===== src/rtl/fetch_pkg.sv =====
// ============================================================================
// Module      : fetch_pkg
// Description : Shared types and constants for the instruction fetch unit.
// Revision    : 1.0 - initial release
// ============================================================================
`default_nettype none

package fetch_pkg;

    typedef enum logic [0:0] {
        FETCH = 1'b0,
        FAULT = 1'b1
    } fetch_state_t;

    localparam int          IMEM_AWIDTH = 12;
    localparam logic [31:0] IMEM_LIMIT  = 32'h0000_4000;

    typedef struct packed {
        logic [31:0] pc;
        logic [31:0] inst;
    } fetch_entry_t;

    // A fetch PC is usable only if word aligned and inside the 16 KiB memory.
    function automatic logic pc_in_range(input logic [31:0] pc);
        return (pc[1:0] == 2'b00) && (pc < IMEM_LIMIT);
    endfunction

endpackage

`default_nettype wire


===== src/rtl/fetch_queue.sv =====
// ============================================================================
// Module      : fetch_queue
// Description : DEPTH-entry synchronous FIFO of fetch entries with flush.
// Revision    : 1.0 - initial release
// ============================================================================
`default_nettype none

module fetch_queue
    import fetch_pkg::*;
#(
    parameter int DEPTH = 2
) (
    input  logic         clock,
    input  logic         reset,
    input  logic         push,
    input  fetch_entry_t push_entry,
    input  logic         pop,
    input  logic         flush,
    output fetch_entry_t head,
    output logic         full,
    output logic         empty
);

    localparam int                 c_PTR_W = $clog2(DEPTH);
    localparam logic [c_PTR_W:0]   c_FULL  = (c_PTR_W + 1)'(DEPTH);

    fetch_entry_t         r_mem [DEPTH];
    logic [c_PTR_W-1:0]   r_rd_ptr;
    logic [c_PTR_W-1:0]   r_wr_ptr;
    logic [c_PTR_W:0]     r_count;

    // Storage is cleared on reset so the head reads as zero until the first push.
    always_ff @(posedge clock or posedge reset) begin
        if (reset) begin
            r_rd_ptr <= '0;
            r_wr_ptr <= '0;
            r_count  <= '0;
            for (int i = 0; i < DEPTH; i++) begin
                r_mem[i] <= '0;
            end
        end else if (flush) begin
            r_rd_ptr <= '0;
            r_wr_ptr <= '0;
            r_count  <= '0;
        end else begin
            if (push) begin
                r_mem[r_wr_ptr] <= push_entry;
                r_wr_ptr        <= r_wr_ptr + 1'b1;
            end
            if (pop) begin
                r_rd_ptr <= r_rd_ptr + 1'b1;
            end
            if (push && !pop) begin
                r_count <= r_count + 1'b1;
            end else if (pop && !push) begin
                r_count <= r_count - 1'b1;
            end
        end
    end

    assign head  = r_mem[r_rd_ptr];
    assign full  = (r_count == c_FULL);
    assign empty = (r_count == '0);

endmodule

`default_nettype wire


===== src/rtl/fetch_unit.sv =====
// ============================================================================
// Module      : fetch_unit
// Description : Sequential instruction fetch with redirect, range fault and
//               an instruction queue. Optional counters under FETCH_PERF_EN.
// Revision    : 1.0 - initial release
// ============================================================================
`default_nettype none

module fetch_unit
    import fetch_pkg::*;
#(
    parameter logic [31:0] RESET_PC = 32'h0000_0000,
    parameter int          DEPTH    = 2
) (
    input  logic                   clock,
    input  logic                   reset,
    output logic [IMEM_AWIDTH-1:0] imem_addr,
    output logic                   imem_en,
    input  logic [31:0]            imem_data,
    input  logic                   redirect,
    input  logic [31:0]            redirect_pc,
    output logic                   inst_valid,
    input  logic                   inst_ready,
    output logic [31:0]            inst,
    output logic [31:0]            inst_pc,
    output logic                   fault
`ifdef FETCH_PERF_EN
    ,
    output logic [31:0]            perf_fetched,
    output logic [31:0]            perf_stall
`endif
);

    fetch_state_t r_state;
    logic [31:0]  r_fetch_pc;
    fetch_entry_t w_head;
    fetch_entry_t w_push_entry;
    logic         w_full;
    logic         w_empty;
    logic         w_pop;
    logic         w_in_range;
    logic         w_fetch;

    // Redirect suppresses both push and pop in its cycle.
    assign w_in_range   = pc_in_range(r_fetch_pc);
    assign w_pop        = !w_empty && inst_ready && !redirect;
    assign w_fetch      = (r_state == FETCH) && !redirect && w_in_range && (!w_full || w_pop);
    assign w_push_entry = '{pc: r_fetch_pc, inst: imem_data};

    assign imem_en    = w_fetch;
    assign imem_addr  = r_fetch_pc[IMEM_AWIDTH+1:2];
    assign inst_valid = !w_empty;
    assign inst       = w_head.inst;
    assign inst_pc    = w_head.pc;
    assign fault      = (r_state == FAULT);

    always_ff @(posedge clock or posedge reset) begin
        if (reset) begin
            r_state    <= FETCH;
            r_fetch_pc <= RESET_PC;
        end else if (redirect) begin
            r_state    <= FETCH;
            r_fetch_pc <= redirect_pc;
        end else if ((r_state == FETCH) && !w_in_range) begin
            r_state    <= FAULT;
        end else if (w_fetch) begin
            r_fetch_pc <= r_fetch_pc + 32'd4;
        end
    end

    fetch_queue #(
        .DEPTH (DEPTH)
    ) u_queue (
        .clock      (clock),
        .reset      (reset),
        .push       (w_fetch),
        .push_entry (w_push_entry),
        .pop        (w_pop),
        .flush      (redirect),
        .head       (w_head),
        .full       (w_full),
        .empty      (w_empty)
    );

`ifdef FETCH_PERF_EN
    logic [31:0] r_perf_fetched;
    logic [31:0] r_perf_stall;

    always_ff @(posedge clock or posedge reset) begin
        if (reset) begin
            r_perf_fetched <= '0;
            r_perf_stall   <= '0;
        end else begin
            if (w_pop && (r_perf_fetched != '1)) begin
                r_perf_fetched <= r_perf_fetched + 32'd1;
            end
            if ((r_state == FETCH) && w_full && !w_pop && (r_perf_stall != '1)) begin
                r_perf_stall <= r_perf_stall + 32'd1;
            end
        end
    end

    assign perf_fetched = r_perf_fetched;
    assign perf_stall   = r_perf_stall;
`endif

endmodule

`default_nettype wire


===== config.mk =====
export PLATFORM = sky130hd
export DESIGN_NAME = fetch_unit
export DESIGN_NICKNAME = d
export VERILOG_FILES = /design/src/rtl/fetch_pkg.sv /design/src/rtl/fetch_queue.sv /design/src/rtl/fetch_unit.sv
export SDC_FILE = /design/constraint.sdc
export NUM_CORES = 1
export LEC_CHECK = 0
export BUFFER_PORTS_ARGS = -buffer_cell sky130_fd_sc_hd__buf_4
export CAP_MARGIN = 10
export CORE_ASPECT_RATIO = 1.1
export CORE_MARGIN = 2
export CORE_UTILIZATION = 40
export DETAILED_ROUTE_END_ITERATION = 10
export GPL_TIMING_DRIVEN = 0
export PLACE_DENSITY = 0.76
export SYNTH_ARGS = -nofsm -noshare
export SYNTH_HDL_FRONTEND = slang
export SYNTH_SLANG_ARGS = --single-unit
export TNS_END_PERCENT = 1

===== constraint.sdc =====
create_clock -name clock -period 4.5 [get_ports clock]
set_clock_uncertainty 0.1 [all_clocks]
set_input_delay 0.225 -clock clock [delete_from_list [all_inputs] [get_ports clock]]
set_output_delay 0.225 -clock clock [all_outputs]
set_load 0.03 [all_outputs]

=== Word-level counts from Yosys, hierarchy flattened ===
Index checks and enable logic that the tools add are counted.

* Register bits: 165
* Bits in latches: 0
* Memory bits (writable): 0
* ROM bits: 0
* Input bits: 68
* Logic and storage cells: 67
* Memories: 0

* Add/sub/neg operators: 5
* Multipliers: 0
* Div/mod/pow operators: 0
* Magnitude comparators: 4
* Equality and inequality tests: 2
* Shift operators: 0
* Mux-type cells: 18
* Bitwise gates (word level): 4
* Reduce and logical (&&, ||, !) cells: 25

{| class="wikitable"
|+ Operators with widths
! kind !! count
|-
| 2-to-1 mux 64 bit || 4
|-
| bitwise mux 128 bit || 1
|-
| 2-to-1 mux 32 bit || 3
|-
| demux 64 bit (select 1 bit) || 1
|-
| adder 32 x 3 -> 32 bit, second input constant || 1
|-
| less-than comparator 32 x 15 -> 1 bit, second input constant || 1
|-
| logical AND 1 bit || 10
|-
| zero test 1 bit || 6
|-
| 2-to-1 mux 1 bit || 6
|-
| 2-to-1 mux 2 bit || 3
|-
| nonzero test 2 bit || 3
|-
| >= comparator 2 bit, second input constant || 2
|-
| zero test 2 bit || 2
|-
| inverter 1 -> 2 bit || 2
|-
| AND reduction 2 bit || 2
|-
| nonzero test 3 bit || 1
|-
| adder 1 bit, second input constant || 2
|-
| adder 2 x 1 -> 2 bit, second input constant || 1
|-
| == test 2 bit, second input constant || 1
|-
| less-than comparator 2 x 1 -> 1 bit, second input constant || 1
|-
| inequality test 2 bit, second input constant || 1
|-
| inverter 1 bit || 2
|-
| subtractor 2 x 1 -> 2 bit, second input constant || 1
|-
| logical OR 1 bit || 1
|}

=== Longest topological paths before layout ===
* Depth after elaboration: 11
* Mapped depth: 7
* Depth with buffers taken out: 5

=== Hierarchy ===
A second synthesis with hierarchy kept.

* Cells, all modules: 512
* Area total of the unflattened synthesis: 7,722.4 um^2

{| class="wikitable"
|+ Modules (own cells, without submodules)
! module !! instances !! cells each !! area each (um^2) !! sequential area each (um^2)
|-
| fetch_queue || 1 || 362 || 6,047.0 || 3,303.2
|-
| fetch_unit || 1 || 150 || 1,675.4 || 825.8
|}

=== Worst setup path after synthesis ===
Ideal clock, no wire load.

* Path kind: register to register
* Start point: register r_state, in the netlist fault
* End point: register u_queue.r_mem[82] in the netlist's numbering
* Library setup time: 0.125 ns
* Arrival time: 2.050 ns
* Required time: 4.275 ns
* Path slack: 2.225 ns
* Stages on the path, launching flop included: 6
* Buffers on the path: 1
* Period minus slack after synthesis: 2.275 ns
* Path through: dfrtp_1 nor4_1 nand4_1 nor4_4 buf_6 mux2_2

* Cells in the longest elaborated chain, start to end: 5

{| class="wikitable"
|+ Ends and longest elaborated chain
! element !! RTL line !! text
|-
| start, declared || fetch_unit.sv:34 || <nowiki>fetch_state_t r_state;</nowiki>
|-
| start signal, assigned || fetch_unit.sv:59 || <nowiki>r_state <= FETCH;</nowiki>
|-
| start signal, assigned || fetch_unit.sv:62 || <nowiki>r_state <= FETCH;</nowiki>
|-
| start signal, assigned || fetch_unit.sv:65 || <nowiki>r_state <= FAULT;</nowiki>
|-
| inverter 1 bit || fetch_unit.sv:47 || <nowiki>assign w_fetch = (r_state == FETCH) && !redirect && w_in_range && (!w_full || w_pop);</nowiki>
|-
| logical AND 1 bit (3 in a row) || fetch_unit.sv:47 ||
|-
| AND reduction 2 bit (no line) || - ||
|-
| end signal, assigned by index || fetch_queue.sv:47 || <nowiki>r_mem[r_wr_ptr] <= push_entry;</nowiki>
|-
| end, declared || fetch_queue.sv:27 || <nowiki>fetch_entry_t r_mem [DEPTH];</nowiki>
|}

Every way passes these cells.
A chain may end at the register's enable or synchronous reset.

=== Worst setup path in the final report ===
* Start point: register r_fetch_pc[25]
* End point: register u_queue.r_mem[77] in the netlist's numbering

* Cells in the longest elaborated chain, start to end: 5

{| class="wikitable"
|+ Ends and longest elaborated chain
! element !! RTL line !! text
|-
| start, declared || fetch_unit.sv:35 || <nowiki>logic [31:0] r_fetch_pc;</nowiki>
|-
| start signal, assigned || fetch_unit.sv:63 || <nowiki>r_fetch_pc <= redirect_pc;</nowiki>
|-
| start signal, assigned || fetch_unit.sv:67 || <nowiki>r_fetch_pc <= r_fetch_pc + 32'd4;</nowiki>
|-
| less-than comparator 32 x 15 -> 1 bit || fetch_pkg.sv:25 || <nowiki>return (pc[1:0] == 2'b00) && (pc < IMEM_LIMIT);</nowiki>
|-
| logical AND 1 bit || fetch_pkg.sv:25 ||
|-
| logical AND 1 bit (2 in a row) || fetch_unit.sv:47 ||
|-
| AND reduction 2 bit (no line) || - ||
|}

Every way passes these cells.

==> impl_metrics.env <==
export IMPL_path_buf_inv=1
export IMPL_grt_first_pass_wirelength_um=26860
export IMPL_timing_critical_path_required_ns=4.70
export IMPL_globalRoute_totalOverflow=0
export IMPL_postSynth_asyncResetShare_pct=100.0
export IMPL_synth_seq_cells=165
export IMPL_worstPathMaxFanout=10
export IMPL_worstMarginPinSlew_ns=1.025
export IMPL_portBuffers=145
export IMPL_initial_core_util_pct=40.82
export IMPL_timing_hold_worst_class="input pin to register"
export IMPL_io_pins=147
export IMPL_drc_errors=0
export IMPL_drt_pass1_iterations=4
export IMPL_via_per_inst=4.842
export IMPL_ir_worst_vdd_mv=0.2637
export IMPL_post_dp_hpwl_um=11550
export IMPL_tritoncts_num_sinks=165
export IMPL_power_density_nw_per_um2=342.2
export IMPL_die_area_um2=19130
export IMPL_crit_path_cell_trace="nor4_1 > nand4_1 > nor4_4 > buf_6 > mux2_2"
export IMPL_yosysUniqueCellTypes=39
export IMPL_startpoint_type="register"
export IMPL_path_class="register to register"
export IMPL_clock_tree_buffer_depth=2
export IMPL_dr_total_vias=4827
export IMPL_clock_insertion_delay_worst_skew_ns=0.42
export IMPL_synth_cell_area_um2=7214
export IMPL_total_cts_buffers=17
export IMPL_grt_start_max_net_pins=44
export IMPL_postLayoutCoreUtil_pct=56.30
export IMPL_period_minus_slack_ns=2.948
export IMPL_wl_um=16680
export IMPL_crit_path_end_kind="register"
export IMPL_grt_antenna_before_repair=0
export IMPL_timing_max_cap_violations=0
export IMPL_finalHoldViolCount=0
export IMPL_outcome="finished, final reports clean"
export IMPL_fin_max_slew_vios=0
export IMPL_grt_pass1_vias=5185
export IMPL_insertedDiodeCount=0
export IMPL_cts_hold_buffers=63
export IMPL_synth_nets=587
export IMPL_cts_htree_levels=4
export IMPL_routabilityCongestion=0.8040
export IMPL_path_delay_family="simple AND/OR/NAND/NOR gates"
export IMPL_ctsResizeCount=0
export IMPL_route_detailed_wl_per_inst_um=16.73
export IMPL_timing_fmax_mhz=339.2
export IMPL_fin_nets=817
export IMPL_layout_worst_path_cycle_share_pct=65.51
export IMPL_most_common_cell_after_layout_fill_and_taps_aside="mux2_2"
export IMPL_synth_warnings=0
export IMPL_final_setup_tns_ns=0
export IMPL_clock_tree_from_tritoncts="yes"
export IMPL_met1_length_um=7303
export IMPL_postSynth_topFlopCell="dfrtp_1"
export IMPL_first_iter_violations=123
export IMPL_fraction_of_layout_cells_with_a_size_suffix_above_1_pct=49.93
export IMPL_setup_viol=0
export IMPL_worst_slew_margin_rel_pct=31.13
export IMPL_timing_critical_path_slowest_stage_cell="nor4_4"
export IMPL_postRouteAntennaNets=0
export IMPL_power_leakage_nw=4.979
export IMPL_die_height_um=144.9
export IMPL_rsz0062_at_grt="no"
export IMPL_post_cts_setup_buffers=0
export IMPL_arrival_ns=3.15
export IMPL_routed_wl_met2_um=8413
export IMPL_synth_sequential_area_ratio_pct=57.23
export IMPL_synth_edf_count=0
export IMPL_syn2layout_area_growth_pct=37.93
export IMPL_detailroute_wirelength_met3_um=730
export IMPL_synth_cells=518
export IMPL_max_stage_delay_ns=0.96
export IMPL_layout_common_cells="mux2_2, dfrtp_1, buf_4, dlygate4sd3_1, nor2b_1"
export IMPL_floorplan_core_area_um2=17680
export IMPL_floorplan_die_width_um=132.1
export IMPL_clk_root_buffer_cell="clkbuf_16"
export IMPL_count_of_fill_cells_added_during_filler_insertion=1383
export IMPL_placement_rows=51
export IMPL_cts_clk_slew_worst_paths_ns=0.06
export IMPL_routed_top_layer="met4"
export IMPL_global_route_total_usage_across_every_layer_pct=17.98
export IMPL_syn_mean_instance_area_um2=13.93
-- power by group --
group	total [W]	switching [W]	internal (W)	leakage (nW)
combinational	0.000247	0.000113	0.000134	2.42
clock	0.00162	0.000582	0.00104	0.323
sequential	0.00154	0.0000292	0.00151	2.23
total	0.00341	0.000724	0.00268	4.98
-- layout make-up --
type	count	area (um2)	share of cell area (%)
Buffer	40	262.8	2.641
Clock buffer	17	425.4	4.275
Clock inverter	13	230.2	2.314
Inverter	6	26.28	0.2641
Multi-Input combinational cell	307	2800	28.14
Sequential cell	165	4129	41.49
Tap cell	238	297.8	2.993
Timing Repair Buffer	211	1779	17.88
-- stage by stage --
| step | hold slack [ns] | setup WS, ns | total power (W) | cell area (um2) | instances |
|---|---|---|---|---|---|
| global route | 0.08811 | 1.352 | 0.003540 | 9951 | 997 |
| finish | 0.09731 | 1.552 | 0.003405 | 9951 | 997 |
| detailed placement | 0.3432 | 1.518 | 0.001772 | 8665 | 904 |
| CTS | 0.06033 | 1.505 | 0.003444 | 9951 | 997 |
| floorplan | 0.2449 | 2.076 | 0.001669 | 7218 | 518 |
| global placement | 0.3380 | 1.286 | 0.001756 | 8605 | 901 |
-- synthesized netlist by cell type (2+ instances only) --
cell	count	share of area (%)
nor4_1	5	0.43
nand2_1	16	0.83
inv_1	6	0.31
a41oi_1	2	0.24
nor4_4	3	0.88
mux2_2	170	27
xor2_1	2	0.24
nor2_1	11	0.57
dfrtp_1	165	57
mux2_1	2	0.31
o21ai_0	9	0.62
nand4_1	2	0.17
xnor2_1	8	0.97
nor2b_1	41	3.6
buf_2	3	0.21
buf_4	13	1.4
clkbuf_1	15	0.78
nor3_1	7	0.49
buf_6	8	1.2
mux2i_1	2	0.28
o31a_1	2	0.24
nand3_1	8	0.55
nand2b_1	2	0.17
-- path summary, 6_finish.rpt --
check	to	depth (start not counted)	start	slack (ns)
min in group asynchronous	u_queue.r_mem[17]	3	reset	0.49
hold / removal	r_fetch_pc[11]	3	redirect_pc[11]	0.1
setup reg to reg	u_queue.r_mem[77]	5	r_fetch_pc[25]	1.55
max in group asynchronous	r_fetch_pc[27]	4	reset	3.09
hold reg to reg	u_queue.r_mem[51]	1	u_queue.r_mem[51]	0.40
setup / recovery	u_queue.r_mem[77]	5	r_fetch_pc[25]	1.55
-- cell families (layout without fill, tap and decap cells) --
kind of cell | after synthesis | after routing | synth area share, %
muxes | 174 | 174 | 27.12
DFF | 165 | 165 | 57.23
and+or+nand+nor | 103 | 103 | 8.533
buffers and inverters | 46 | 287 | 3.954
AOI/OAI and AO/OA | 19 | 19 | 1.769
xor gates and xnor gates | 10 | 10 | 1.214
adders and majority gates | 1 | 1 | 0.1734
-- worst reg2reg max path, cell delays in order (launching register included) --
cell and delay [ns]:
dfrtp_1 0.38, nor4_1 0.36, nand4_1 0.40, nor4_4 0.96, buf_6 0.27, mux2_2 0.35
-- sequential cells by signal (all words and copies together), names as in the netlist --
| register | count |
|---|---|
| u_queue.r_mem | 128 |
| fault | 1 |
| r_fetch_pc | 32 |
| u_queue.r_wr_ptr | 1 |
| u_queue.r_rd_ptr | 1 |
| u_queue.r_count | 2 |
-- metal layers --
| metal | vias up | GRT usage (%) |
|---|---|---|
| li1 | 2259 | - |
| met2 | 129 | 31.20 |
| met3 | 21 | 4.284 |
| met5 | - | 0 |
| met1 | 2418 | 22.20 |
| met4 | 0 | 6.121 |
No activity file was read; power rests on OpenSTA's default activity.
